### src/rtl/uart_transmitter_if.sv
// Byte-in / serial-out port bundle of the UART transmitter.
// Handshake: TX_EN acts as valid and TX_STATUS as ready; a byte transfers on a rising edge where both are 1.
interface uart_transmitter_if #(
  parameter int DATA_BITS = 8
);
  logic [DATA_BITS-1:0] TX_DATA;
  logic                 TX_EN;
  logic                 UART_TX;
  logic                 TX_STATUS;

  modport master (
    output TX_DATA,
    output TX_EN,
    input  UART_TX,
    input  TX_STATUS
  );

  modport slave (
    input  TX_DATA,
    input  TX_EN,
    output UART_TX,
    output TX_STATUS
  );
endinterface

### src/rtl/uart_transmitter.sv
// UART transmit engine: start bit, LSB-first data, optional parity, 1-2 stop bits,
// each bit held for OVERSAMPLE cycles of the oversampled baud clock.
module uart_transmitter #(
  parameter int OVERSAMPLE = 16,
  parameter int DATA_BITS  = 8,
  parameter int PARITY     = 0,
  parameter int STOP_BITS  = 1
) (
  input  logic                BaudRate_clk,
  input  logic                reset,
  uart_transmitter_if.slave   tx_if,
  output logic [2:0]          dbg_state_o
);

  localparam int CW = $clog2(OVERSAMPLE);
  localparam int BW = $clog2(DATA_BITS);
  localparam logic [CW-1:0] OS_LAST   = CW'(OVERSAMPLE - 1);
  localparam logic [BW-1:0] BIT_LAST  = BW'(DATA_BITS - 1);
  localparam logic [BW-1:0] STOP_LAST = BW'(STOP_BITS - 1);

  typedef enum logic [2:0] {
    S_IDLE   = 3'd0,
    S_START  = 3'd1,
    S_DATA   = 3'd2,
    S_PARITY = 3'd3,
    S_STOP   = 3'd4
  } state_t;

  state_t                 state_q, state_d;
  logic [CW-1:0]          os_q, os_d;
  logic [BW-1:0]          bit_q, bit_d;
  logic [DATA_BITS-1:0]   shift_q, shift_d;
  logic                   par_q, par_d;
  logic                   tx_q, tx_d;
  logic                   status_q, status_d;
  logic                   wrap;

  always_ff @(posedge BaudRate_clk or negedge reset) begin
    if (!reset) begin
      state_q  <= S_IDLE;
      os_q     <= '0;
      bit_q    <= '0;
      shift_q  <= '0;
      par_q    <= 1'b0;
      tx_q     <= 1'b1;
      status_q <= 1'b1;
    end else begin
      state_q  <= state_d;
      os_q     <= os_d;
      bit_q    <= bit_d;
      shift_q  <= shift_d;
      par_q    <= par_d;
      tx_q     <= tx_d;
      status_q <= status_d;
    end
  end

  // tx_d/status_d are the values the line will carry after this edge, so outputs stay registered.
  always_comb begin
    state_d  = state_q;
    os_d     = os_q;
    bit_d    = bit_q;
    shift_d  = shift_q;
    par_d    = par_q;
    tx_d     = tx_q;
    status_d = status_q;
    wrap     = (os_q == OS_LAST);

    if (state_q != S_IDLE) begin
      os_d = wrap ? '0 : os_q + 1'b1;
    end

    case (state_q)
      S_IDLE: begin
        tx_d     = 1'b1;
        status_d = 1'b1;
        if (tx_if.TX_EN) begin
          shift_d  = tx_if.TX_DATA;
          par_d    = (PARITY == 1) ? ~(^tx_if.TX_DATA) : (^tx_if.TX_DATA);
          os_d     = '0;
          bit_d    = '0;
          tx_d     = 1'b0;
          status_d = 1'b0;
          state_d  = S_START;
        end
      end
      S_START: begin
        if (wrap) begin
          state_d = S_DATA;
          tx_d    = shift_q[0];
        end
      end
      S_DATA: begin
        if (wrap) begin
          if (bit_q == BIT_LAST) begin
            bit_d = '0;
            if (PARITY != 0) begin
              state_d = S_PARITY;
              tx_d    = par_q;
            end else begin
              state_d = S_STOP;
              tx_d    = 1'b1;
            end
          end else begin
            bit_d   = bit_q + 1'b1;
            shift_d = {1'b0, shift_q[DATA_BITS-1:1]};
            tx_d    = shift_q[1];
          end
        end
      end
      S_PARITY: begin
        if (wrap) begin
          state_d = S_STOP;
          bit_d   = '0;
          tx_d    = 1'b1;
        end
      end
      S_STOP: begin
        tx_d = 1'b1;
        if (wrap) begin
          if (bit_q == STOP_LAST) begin
            state_d  = S_IDLE;
            bit_d    = '0;
            status_d = 1'b1;
          end else begin
            bit_d = bit_q + 1'b1;
          end
        end
      end
      default: begin
        state_d  = S_IDLE;
        tx_d     = 1'b1;
        status_d = 1'b1;
      end
    endcase
  end

  assign tx_if.UART_TX   = tx_q;
  assign tx_if.TX_STATUS = status_q;
  assign dbg_state_o     = state_q;

endmodule

### src/flat_wrapper.sv
// flat-port wrapper written by rule: the top's interface ports become plain ports
module uart_transmitter_flat 
#(
  parameter int OVERSAMPLE = 16,
  parameter int DATA_BITS  = 8,
  parameter int PARITY     = 0,
  parameter int STOP_BITS  = 1
)
  (BaudRate_clk, reset, dbg_state_o, tx_if_TX_DATA, tx_if_TX_EN, tx_if_UART_TX, tx_if_TX_STATUS);
  uart_transmitter_if #(.DATA_BITS(DATA_BITS)) tx_if_i ();
  input  logic BaudRate_clk;
  input  logic reset;
  output logic [2:0] dbg_state_o;
  input wire logic [$bits(tx_if_i.TX_DATA)-1:0] tx_if_TX_DATA;
  input wire logic [$bits(tx_if_i.TX_EN)-1:0] tx_if_TX_EN;
  output wire logic [$bits(tx_if_i.UART_TX)-1:0] tx_if_UART_TX;
  output wire logic [$bits(tx_if_i.TX_STATUS)-1:0] tx_if_TX_STATUS;
  assign tx_if_i.TX_DATA = tx_if_TX_DATA;
  assign tx_if_i.TX_EN = tx_if_TX_EN;
  assign tx_if_UART_TX = tx_if_i.UART_TX;
  assign tx_if_TX_STATUS = tx_if_i.TX_STATUS;
  uart_transmitter #(.OVERSAMPLE(OVERSAMPLE), .DATA_BITS(DATA_BITS), .PARITY(PARITY), .STOP_BITS(STOP_BITS)) u_core (.BaudRate_clk(BaudRate_clk), .reset(reset), .tx_if(tx_if_i), .dbg_state_o(dbg_state_o));
endmodule
### config.mk
export PLATFORM = sky130hd
export DESIGN_NAME = uart_transmitter_flat
export DESIGN_NICKNAME = d
export VERILOG_FILES = /design/src/rtl/uart_transmitter_if.sv /design/src/rtl/uart_transmitter.sv /design/src/flat_wrapper.sv
export SDC_FILE = /design/constraint.sdc
export NUM_CORES = 1
export LEC_CHECK = 0
export ABC_AREA = 1
export ABC_CLOCK_PERIOD_IN_PS = 1600
export BUFFER_PORTS_ARGS = -buffer_cell sky130_fd_sc_hd__buf_2
export CAP_MARGIN = 30
export CORE_MARGIN = 2
export CORE_UTILIZATION = 30
export CTS_BUF_LIST = sky130_fd_sc_hd__clkbuf_4 sky130_fd_sc_hd__clkbuf_8
export CTS_CLUSTER_SIZE = 12
export DETAILED_ROUTE_END_ITERATION = 8
export PLACE_DENSITY_LB_ADDON = 0.3
export SLEW_MARGIN = 20
export SYNTH_ARGS = -nofsm -noshare
export SYNTH_HDL_FRONTEND = slang
export SYNTH_SLANG_ARGS = --single-unit
### constraint.sdc
create_clock -name BaudRate_clk -period 1.6 [get_ports BaudRate_clk]
set_clock_uncertainty 0.15 [all_clocks]
set_input_delay 0.08 -clock BaudRate_clk [delete_from_list [all_inputs] [get_ports BaudRate_clk]]
set_output_delay 0.08 -clock BaudRate_clk [all_outputs]
set_load 0.1 [all_outputs]
==> After elaboration in Yosys (flattened, before gate mapping) <==
Cells that the tools add are included.
{ "word_totals": {"reg_bits": 20, "latchBits": 0, "ramBits": 0, "mem_bits_ro": 0, "in_bits": 11, "out_inout_bits": 5, "elab_cells": 66, "memories": 0} }
{ "classes": {"n_addsub": 2, "mul": 0, "div_mod_pow": 0, "order_cmp": 0, "eq_ne": 14, "shift": 0, "muxes": 32, "n_bitwise": 1, "reduce_logical": 11} }
{ "ops": {"columns": ["cell", "n"], "rows": [
  ["2-to-1 mux 3 bit", 13],
  ["2-to-1 mux 8 bit", 3],
  ["2-to-1 mux 4 bit", 4],
  ["case mux 8 bit (2 select lines)", 1],
  ["case mux 3 bit (5 select lines)", 1],
  ["!= test 2 x 1 -> 1 bit (second input constant)", 6],
  ["case mux 3 bit (4 select lines)", 1],
  ["2-to-1 mux 1 bit", 7],
  ["AND reduction 7 bit", 1],
  ["== test 3 x 2 -> 1 bit (second input constant)", 2],
  ["== test 3 bit (second input constant)", 2],
  ["zero test 3 bit", 2],
  ["AND reduction 3 bit", 2],
  ["AND reduction 5 bit", 1],
  ["adder 4 x 1 -> 4 bit (second input constant)", 1],
  ["== test 4 bit (second input constant)", 1],
  ["!= test 2 bit (second input constant)", 2],
  ["case mux 1 bit (4 select lines)", 1],
  ["AND reduction 4 bit", 1],
  ["nonzero test 4 bit", 1],
  ["adder 3 x 1 -> 3 bit (second input constant)", 1],
  ["== test 3 x 1 -> 1 bit (second input constant)", 1],
  ["case mux 1 bit (3 select lines)", 1],
  ["nonzero test 3 bit", 1],
  ["3 further kinds", 3]
]} }

==> Depth between registers and ports, before layout <==
Gate-level depths: netlist of run 1.
{ "depth": {"depth_word": 5, "ltp_mapped": 9, "ltp_nobuf": 9} }

==> Worst setup path before layout of run 1 <==
Ideal clock, no wire load.
{ "synth_path": {"path_kind": "reg2reg", "from": "register u_core.state_q[1] (netlist: u_core.dbg_state_o[1])", "to": "register u_core.shift_q[0]", "setup_ns": 0.117, "t_arrival_ns": 1.826, "required_time_ns": 1.333, "path_slack_ns": -0.493, "stages_incl_launch_ff": 8, "n_path_buf": 0, "period_less_slack_ns": 2.093, "cell_sequence": "dfrtp_1 > inv_2 > nor2_4 > nand2_4 > o21ai_4 > nand2_4 > nand2_1 > nand2_1"} }
{ "synth_via": {"elab_chain_len": 3, "word_cells_on_any_way": 8, "cone_classes": "eq/ne (4); mux (1); reduce/logical (3)"} }
{ "synth_rtl": {"columns": ["item", "line", "source"], "rows": [
  ["from (decl)", "uart_transmitter.sv:29", "state_t state_q, state_d;"],
  ["from (signal assigned)", "uart_transmitter.sv:48", "state_q <= state_d;"],
  ["== test 3 x 2 -> 1 bit / zero test 3 bit (equally long branches)", "uart_transmitter.sv:73", "case (state_q)"],
  ["!= test 2 bit (no source line) (tied with other cells)", null, null],
  ["AND reduction 4 bit (no source line)", null, null],
  ["to (signal assigned)", "uart_transmitter.sv:51", "shift_q <= shift_d;"],
  ["to (decl)", "uart_transmitter.sv:32", "logic [DATA_BITS-1:0] shift_q, shift_d;"]
]} }
Parallel ways exist; a longest one is shown, timed or not.
A chain may end at the register's enable or synchronous reset.

==> Worst setup path after layout of run 1 <==
{ "layout_path": {"from": "register u_core.os_q[1]", "to": "register u_core.bit_q[2]"} }
{ "layout_via": {"elab_chain_len": 3, "word_cells_on_any_way": 5, "cone_classes": "eq/ne (4); reduce/logical (1)"} }
{ "layout_rtl": {"columns": ["item", "line", "source"], "rows": [
  ["from (decl)", "uart_transmitter.sv:30", "logic [CW-1:0] os_q, os_d;"],
  ["from (signal assigned)", "uart_transmitter.sv:49", "os_q <= os_d;"],
  ["== test 4 bit *", "uart_transmitter.sv:67", "wrap = (os_q == OS_LAST);"],
  ["!= test 2 x 1 -> 1 bit (no source line)", null, null],
  ["AND reduction 5 bit (no source line) *", null, null],
  ["to (signal assigned)", "uart_transmitter.sv:50", "bit_q <= bit_d;"],
  ["to (decl)", "uart_transmitter.sv:31", "logic [BW-1:0] bit_q, bit_d;"]
]} }
Mark *: on every way between the ends. The rest lies on a longest branch, timed or not.

==> impl_results.md, run 1 <==
* Outcome: finished, final reports clean
* # diodes at 0
* # placed instances at 227
* Vias in the first global route at a little under 1000
* Most frequent cells in the layout: nand2_1 (54), nand3_1 (23), buf_4 (18)
* Sequential fraction of the synthesis area at approximately 42%
* # DRC at 0
* Post-Route WL at approximately 2700 um
* Pre-CTS setup slack at -39.5 ps
* Pre-antenna DRT Iters at 4
* Vias per cell at 4.56
* Die area at 0.00446 mm^2
* Post-Syn Instances at 153
* CTS tree: done
* Slew headroom at 68.0%
* Setup crit end kind: flop
* Non-Filler Instances at about 250
* EDFF count, synth at 0
* Clk root buf: clkbuf_8
* Ys async rst share at 100%
* Worst skew pair latency at 260 ps
* Post-Syn Area at 0.00118 mm^2
* Post-Place Cell Area at 0.00143 mm^2
* CTS H-tree lvls at 1
* Syn_nets at roughly 170
* Crit share post-route at 97.2%
* GP Congestion at 0.783
* Clock sink total at 20
* Critical Path AT at 1550 ps
* Hold crit path type: in2reg
* Max IR drop VDD at 0.807 mV
* Worst setup margin at 45.1 ps
* DIE HEIGHT at 66.8 um
* Leakage Power at between 0.8 and 0.9 nW
* Mean post-synth cell area at approximately 7.7 um^2
* Starting Density at 31.9%
* Via count at 1127
* Largest net degree at the start of global routing at 21
* Yosys cell types at 24
* Reg area at 514 um^2
* Drt wl/cell at 10.9 um
* Deepest clock path buffer count at 2
* Post-route cell area at 0.00170 mm^2
* Die W at around 67 um
* Critical path peak fanout at 6
* Tot Pwr at about 3.5 mW
* Share of layout cells above drive strength 1 at 36.7%
* Slew @ Worst Pin at a little under 500 ps
* # rows at 22
* RSZ-0062 raised after global routing: true
* Final #Nets at 216
* Yosys warns at 0
* Fmax at 643 MHz
* HPWL Detailed at ~1900 um
* First DRT Iteration DRCs at 41
* Total I/O pin count at 16
* Commonest non-fill, non-tap cell in the layout: nand2_1
* Setup Crit Path Kind: reg2reg
* Most common flop cell mapped by yosys: dfrtp_1
* Max-slew violations at 0
* First-pass GRT wire length at 4380 um
* Total Routing Usage GR at 12.8%
* Startpoint Class: flop
* Finished Core Util at 45.9%
* PortBufs at 15
* Worst path required time at 1590 ps
* Gr ovfl total at 0
* Area delta synth->final at 44.0%
* Initial antenna violation count at 0
* Number of routed nets with antenna violations at 0
* Yosys reg bits at 20
* Fillers at 372
* Core ar. at 0.00372 mm^2
* Multi-input logic area at around 690 um^2
* CTS Buf Count at 3
* Fin crit period at 1550 ps
* Final hold slack at about 10 ps
* Final setup fails at 0
* Final Hold Vio Count at 0
* PD cells at 2050 mW/mm^2
* Total Neg Setup Slack at 0 ps
* Clock-pin slew on the worst setup and hold paths at roughly 80 ps
* Max Cap Viol at 0
[synth_stat cells (all sizes together) (2+ instances only)]
cell type / n / share of area [%]
buf: 2 / 1.1
dfrtp: 18 / 38
dfstp: 2 / 4.4
ha: 5 / 5.3
inv: 12 / 3.8
nand2: 62 / 22
nand3: 26 / 12
nor2: 12 / 5.7
nor3: 2 / 0.85
o21ai: 7 / 3.9
[final timing paths]
kind / from / end / slack (ps) / cells after the start
worst min register to register: u_core.shift_q[5] / u_core.shift_q[5] / 330 / 2
max in group asynchronous: reset / u_core.dbg_state_o[1] / 790 / 2
min in group asynchronous: reset / u_core.shift_q[0] / 150 / 2
worst max-delay path: u_core.os_q[1] / u_core.bit_q[2] / 50 / 8
worst min-delay path: tx_if_TX_DATA[0] / u_core.shift_q[0] / 10 / 5
worst max register to register: u_core.os_q[1] / u_core.bit_q[2] / 50 / 8
[sequential cells by signal, indices dropped and copies added, names as in the netlist]
register                cells
u_core.shift_q              8
u_core.dbg_state_o          3
u_core.tx_if.TX_STATUS      1
u_core.tx_if.UART_TX        1
u_core.bit_q                3
u_core.os_q                 4
[area by class of cell]
type / count / share of cell area, %
clock buffers: 3 / 2.42
clock inverters: 1 / 1.76
inverters: 12 / 2.79
multi-input cells: 119 / 40.4
flip-flops and latches: 20 / 30.2
well taps: 48 / 3.52
repair buffers: 44 / 18.9
[critical path, stage by stage (launching register included)]
cell	delay (ps)
dfrtp_1	380
ha_2	210
nand2_2	80
nor2_4	150
nor2_2	80
nor2_4	180
nand2_4	90
nand2_1	60
o21ai_1	60
[power breakdown]
part	total (mW)	switching, mW	internal, mW	leakage, nW
Sequential	0.938	0.177	0.761	0.248
Clock	0.498	0.165	0.334	0.0357
Combinational	2.05	1.30	0.746	0.577
Total	3.49	1.65	1.84	0.861
[logic make-up (layout without fill, tap and decap cells)]
group | after synthesis | count (layout) | synth area share, %
simple gates | 104 | 104 | 41.4
flops | 20 | 20 | 42.5
buf+inv | 14 | 60 | 4.86
compound gates | 10 | 10 | 5.92
fa+ha+maj | 5 | 5 | 5.29
[layer usage]
| metal | vias up | GRT usage, % | routed length, um |
|---|---|---|---|
| li1 | 591 | - | - |
| met3 | 2 | 4.05 | 108 |
| met1 | 512 | 17.1 | 1310 |
| met4 | 0 | 1.53 | 14 |
| met2 | 22 | 21.0 | 1250 |
| met5 | - | 0 | 0 |
[timing repair]
action / 4_1_cts / 5_1_grt
hold buffers: 9 / 0
buffers inserted: 0 / 7
hold endpoints to repair: 29 / 0
gates resized for setup: 1 / 15
endpoints found under the setup margin: 6 / 14
pin swaps: 0 / 9
Power figures use the tool's default switching activity.
==> run 2: changes to the inputs <==
- REMOVE_ABC_BUFFERS: unset -> 1
==> run 2 against run 1 <==
Effect of this change: sequential power is 2% lower; via count fell by 0.80%; first-iteration DRC count is 85% higher; sequential share of layout area increased by 0.18 points; largest cell class unchanged.
==> impl_results.md, run 2 (same netlist as run 1, synthesis figures left out) <==
* Initial antenna violation count at 0
* Deepest clock path buffer count at 2
* Number of flip-flops in the largest register at 8
* First DRT Iteration DRCs at 76
* Critical path peak fanout at 6
* Number of routed nets with antenna violations at 0
* Post-Place Cell Area at ~0.0014 mm^2
* Biggest register: u_core.shift_q
* Crit share post-route at between 90% and 100%
* DIE HEIGHT at 66.8 um
* Multi-input logic area at between 600 and 700 um^2
* Final Hold Vio Count at 0
* Largest net degree at the start of global routing at 21
* Slew @ Worst Pin at 485 ps
* Setup crit end kind: flop
* GP Congestion at 0.776
* CP peak stage delay at 390 ps
* Buf+Inv Stages, Crit Path at 0
* Clk root buf: clkbuf_8
* Final setup fails at 0
* # DRC at 0
* Worst path slowest cell: dfrtp_1
* Fillers at 397
* Worst path required time at 1600 ps
* Outcome: finished, final reports clean
* Drt wl/cell at 11.0 um
* CTS H-tree lvls at 1
* Max-slew violations at 0
* Cell mode on critical path: nor2_4
* Die area at 0.00446 mm^2
* Worst skew pair latency at 260 ps
* Max IR drop VDD at ~0.74 mV
* Regs by FF count: u_core.shift_q (8), u_core.os_q (4)
* Final #Nets at 211
* Non-Filler Instances at approximately 240
* Fin crit period at 1560 ps
* Clock sink total at 20
* Post-route cell area at 0.00167 mm^2
* First-pass GRT wire length at 4480 um
* Setup Crit Path Kind: reg2reg
* CTS Buf Count at 3
* Core ar. at 0.00372 mm^2
* Gr ovfl total at 0
* CTS tree: done
* Area delta synth->final at 40.7%
* PortBufs at 15
* Worst setup margin at ~40 ps
* # diodes at 0
* PD cells at 2050 mW/mm^2
* Max Cap Viol at 0
* HPWL Detailed at 1890 um
* Share of layout cells above drive strength 1 at 35.6%
* Critical Path AT at about 1600 ps
* Die W at between 60 and 70 um
* RSZ-0062 raised after global routing: true
* Most frequent cells in the layout: nand2_1 (52), nand3_1 (22), dfrtp_1 (16)
* Commonest non-fill, non-tap cell in the layout: nand2_1
* Reg area at 505 um^2
* Worst-path cell chain: ha_2 > nand2_2 > nor2_4 > nor2_4 > nor2_4 > nand2_4 > nand2_1 > o21ai_1
* Cell family with the largest share of critical-path delay: simple AND/OR/NAND/NOR gates
* Pre-CTS setup slack at -68.2 ps
* Post-Route WL at 2660 um
* Starting Density at 31.9%
* Tot Pwr at 3.42 mW
* # placed instances at 223
* Hold crit path type: in2async
* Startpoint Class: flop
* Clock-pin slew on the worst setup and hold paths at 80 ps
* Leakage Power at around 0.84 nW
* Final hold slack at 144 ps
* Via count at 1118
* # rows at 22
* Pre-antenna DRT Iters at 4
* Vias per cell at 4.62
* Vias in the first global route at about 980
* Slew headroom at between 60% and 70%
* Total Routing Usage GR at 13.1%
* Fmax at 641 MHz
* Total I/O pin count at 16
-- run 2: cell type report --
| class | instances | share of cell area [%] |
|---|---|---|
| multi-input combinational | 119 | 40.9 |
| sequential | 20 | 30.4 |
| timing repair buffer | 39 | 18.0 |
| tap | 48 | 3.61 |
| inverter | 12 | 2.85 |
| clock buffer | 3 | 2.48 |
| clock inverter | 1 | 1.80 |
-- run 2: worst paths after layout --
check | slack, ps | to | from | depth (start not counted)
worst min-delay path | 140 | u_core.os_q[3] | reset | 2
min in group BaudRate_clk | 330 | u_core.shift_q[3] | u_core.shift_q[3] | 2
max in group asynchronous | 820 | u_core.tx_if.UART_TX | reset | 2
worst max register to register | 40 | u_core.bit_q[1] | u_core.os_q[0] | 8
worst max-delay path | 40 | u_core.bit_q[1] | u_core.os_q[0] | 8
worst min register to register | 330 | u_core.shift_q[3] | u_core.shift_q[3] | 2
-- run 2: metal layers --
| layer | global-route usage [%] | part of all wire [%] |
|---|---|---|
| met4 | 3.06 | 0.68 |
| met2 | 20.0 | 46 |
| met3 | 3.55 | 3.8 |
| met5 | 0 | 0 |
| met1 | 18.5 | 50 |
-- run 2: power breakdown --
part	switching [mW]	internal, mW	total [mW]
combinational	1.30	0.696	1.99
sequential	0.175	0.746	0.921
clock	0.172	0.334	0.506
-- run 2: stage by stage --
step                      util, %  TNS [ps]
after detailed placement     37.4      -242
after global placement       37.4      -200
after CTS                    42.1         0
after floorplan                 -     -9040
final                        44.8         0
after global routing         44.8     -97.3
-- run 2: repair_timing --
item,CTS,global route
gates resized for setup,1,19
endpoints found under the setup margin,6,14
hold endpoints to repair,32,0
pin swaps,0,8
setup buffers,0,5
hold buffers,10,0
==> run 3: changes to the inputs <==
- CORE_ASPECT_RATIO: unset -> 2
- GPL_ROUTABILITY_DRIVEN: unset -> 0
- GPL_TIMING_DRIVEN: unset -> 0
==> run 3 against run 2 <==
Effect of this change: largest power group unchanged; sequential power rose by 3.1%; critical path depth did not move; the run now ends with hold timing left; clock power rose by 2%; setup slack improved by 32 ps; register-to-register slack improved by 30 ps; die area rose by 0.69%; largest cell class unchanged; fmax rose by 2.1%; sequential share of layout area fell by 0.15 points; hold slack got worse by 150 ps; first-iteration DRC count fell by 87%; non-clock buffer count fell by 5; cell area rose by 0.75%.
==> impl_results.md, run 3 (same netlist as run 1, synthesis figures left out) <==
* Initial antenna violation count at 0
* Worst path required time at 1600 ps
* HPWL Detailed at between 1500 and 2000 um
* Setup crit end kind: flop
* Deepest clock path buffer count at 2
* Commonest non-fill, non-tap cell in the layout: nand2_1
* Share of layout cells above drive strength 1 at 34.9%
* # diodes at 0
* Hold crit path type: in2reg
* Total Routing Usage GR at 13.5%
* DIE HEIGHT at 92.8 um
* Met2 layer usage reported by global route at roughly 25%
* CTS tree: done
* Total I/O pin count at 16
* Post-Route WL at roughly 2800 um
* # DRC at 0
* Die area at roughly 0.0045 mm^2
* Worst skew pair latency at 260 ps
* Final #Nets at about 210
* Number of flip-flops in the largest register at 8
* Clock sink total at 20
* CTS H-tree lvls at 1
* First-pass GRT wire length at 4690 um
* First DRT Iteration DRCs at 10
* Final Hold Vio Count at 1
* Critical Path AT at 1530 ps
* # rows at 32
* Number of routed nets with antenna violations at 0
* Vias per cell at roughly 4.7
* Clk root buf: clkbuf_8
* Tot Pwr at 3.51 mW
* Drt wl/cell at 11.8 um
* Fmax at roughly 650 MHz
* Post-Place Cell Area at 0.00131 mm^2
* Slew @ Worst Pin at slightly below 500 ps
* Largest net degree at the start of global routing at 21
* Final hold slack at -1.64 ps
* Starting Density at 31.1%
* Area delta synth->final at 41.8%
* Worst-path cell chain: ha_4 > nand2_4 > nor2_4 > nor2_4 > nor2_4 > nand2_4 > nand2_1 > o21ai_1
* Startpoint Class: flop
* Final setup fails at 0
* Vias in the first global route at 1113
* Post-route cell area at 0.00168 mm^2
* Gr busiest metal: met2
* PortBufs at 15
* Max IR drop VDD at between 0.9 and 1 mV
* Leakage Power at 0.830 nW
* Outcome: finished with violations
* Met1 GRT Util at 13.3%
* Worst path slowest cell: dfrtp_1
* Gr ovfl total at 0
* Biggest register: u_core.shift_q
* Regs by FF count: u_core.shift_q (8), u_core.os_q (4)
* Die W at 48.4 um
* Max Cap Viol at 0
* Cell mode on critical path: nor2_4
* Global Route met3 Usage at under 10%
* Crit share post-route at 95.5%
* PD cells at approximately 2100 mW/mm^2
* Cell family with the largest share of critical-path delay: simple AND/OR/NAND/NOR gates
* Most frequent cells in the layout: nand2_1 (53), nand3_1 (21), buf_2 (15), dfrtp_1 (15), buf_4 (10)
* Setup Crit Path Kind: reg2reg
* Fin crit period at roughly 1500 ps
* CTS Buf Count at 3
* Clock-pin slew on the worst setup and hold paths at ~80 ps
* Buf+Inv Stages, Crit Path at 0
* Pre-antenna DRT Iters at 4
* Fillers at slightly below 400
* Finished Core Util at between 40% and 50%
* CP peak stage delay at 400 ps
* Max-slew violations at 0
* # placed instances at 217
* Via count at roughly 1100
* Non-Filler Instances at 240
* Critical path peak fanout at 6
* Violated checks: hold timing
* Core ar. at 0.00380 mm^2
* Slew headroom at about 67%
-- run 3: cell types whose count changed in the layout (fill, tap and decap cells not counted), moves of 2 or more --
cell	before	now
nor2_4	5	7
nand2_2	6	4
buf_4	13	10
nor2_2	2	0
ha_2	3	0
ha_4	0	3
dlygate4sd3_1	10	8
-- run 3: worst min-delay path, cell delays in order --
cell and delay, ps:
buf_2 70, nand2_1 50, nand2_1 50, nand3_1 70
nand2_1 60
-- run 3: per-layer routing --
layer  up-vias  share of wire (%)
met1       523                 40
met2        21                 56
met4         0                2.3
met3         6                2.5
li1        570                  -
met5         -                  0
-- run 3: repair_timing --
item | CTS | global route
pin swaps | 2 | 9
gates resized for setup | 9 | 19
endpoints found under the setup margin | 14 | 14
hold endpoints to repair | 27 | 0
hold buffers | 8 | 0
setup buffers | 5 | 6
-- run 3: stage by stage --
| stage | hold slack, ps | TNS (ps) | setup slack (ps) |
|---|---|---|---|
| after floorplan | -366 | -9040 | -623 |
| after global placement | -76.6 | -2580 | -256 |
| after detailed placement | -84.6 | -2590 | -252 |
| after CTS | 6.16 | 0 | 10.7 |
| after global routing | 21.4 | -60.0 | -18.6 |
| final | -1.64 | 0 | 72.3 |
-- run 3: final timing paths --
kind                                    from               endpoint  slack [ps]  cells after the start
max                           u_core.os_q[1]        u_core.bit_q[0]          70                      8
min                         tx_if_TX_DATA[1]      u_core.shift_q[1]          -2                      5
max reg2reg                   u_core.os_q[1]        u_core.bit_q[0]          70                      8
min reg2reg                u_core.shift_q[5]      u_core.shift_q[5]         330                      2
max in group asynchronous              reset  u_core.dbg_state_o[1]         770                      2
min in group asynchronous              reset         u_core.os_q[2]         150                      2
-- run 3: power by group --
part / switching (mW) / total [mW] / internal [mW]
Clock: 0.181 / 0.515 / 0.334
Combinational: 1.33 / 2.04 / 0.707
Sequential: 0.203 / 0.950 / 0.747
Total: 1.72 / 3.51 / 1.79
-- run 3: cell type report --
class                           count  area [um^2]  area share [%]
Tap cell                           51         63.8            3.80
Sequential cell                    20          507            30.2
Clock buffer                        3         41.3            2.46
Timing Repair Buffer               34          250            14.9
Inverter                           12         52.6            3.13
Multi-Input combinational cell    119          733            43.7
Clock inverter                      1         30.0            1.79
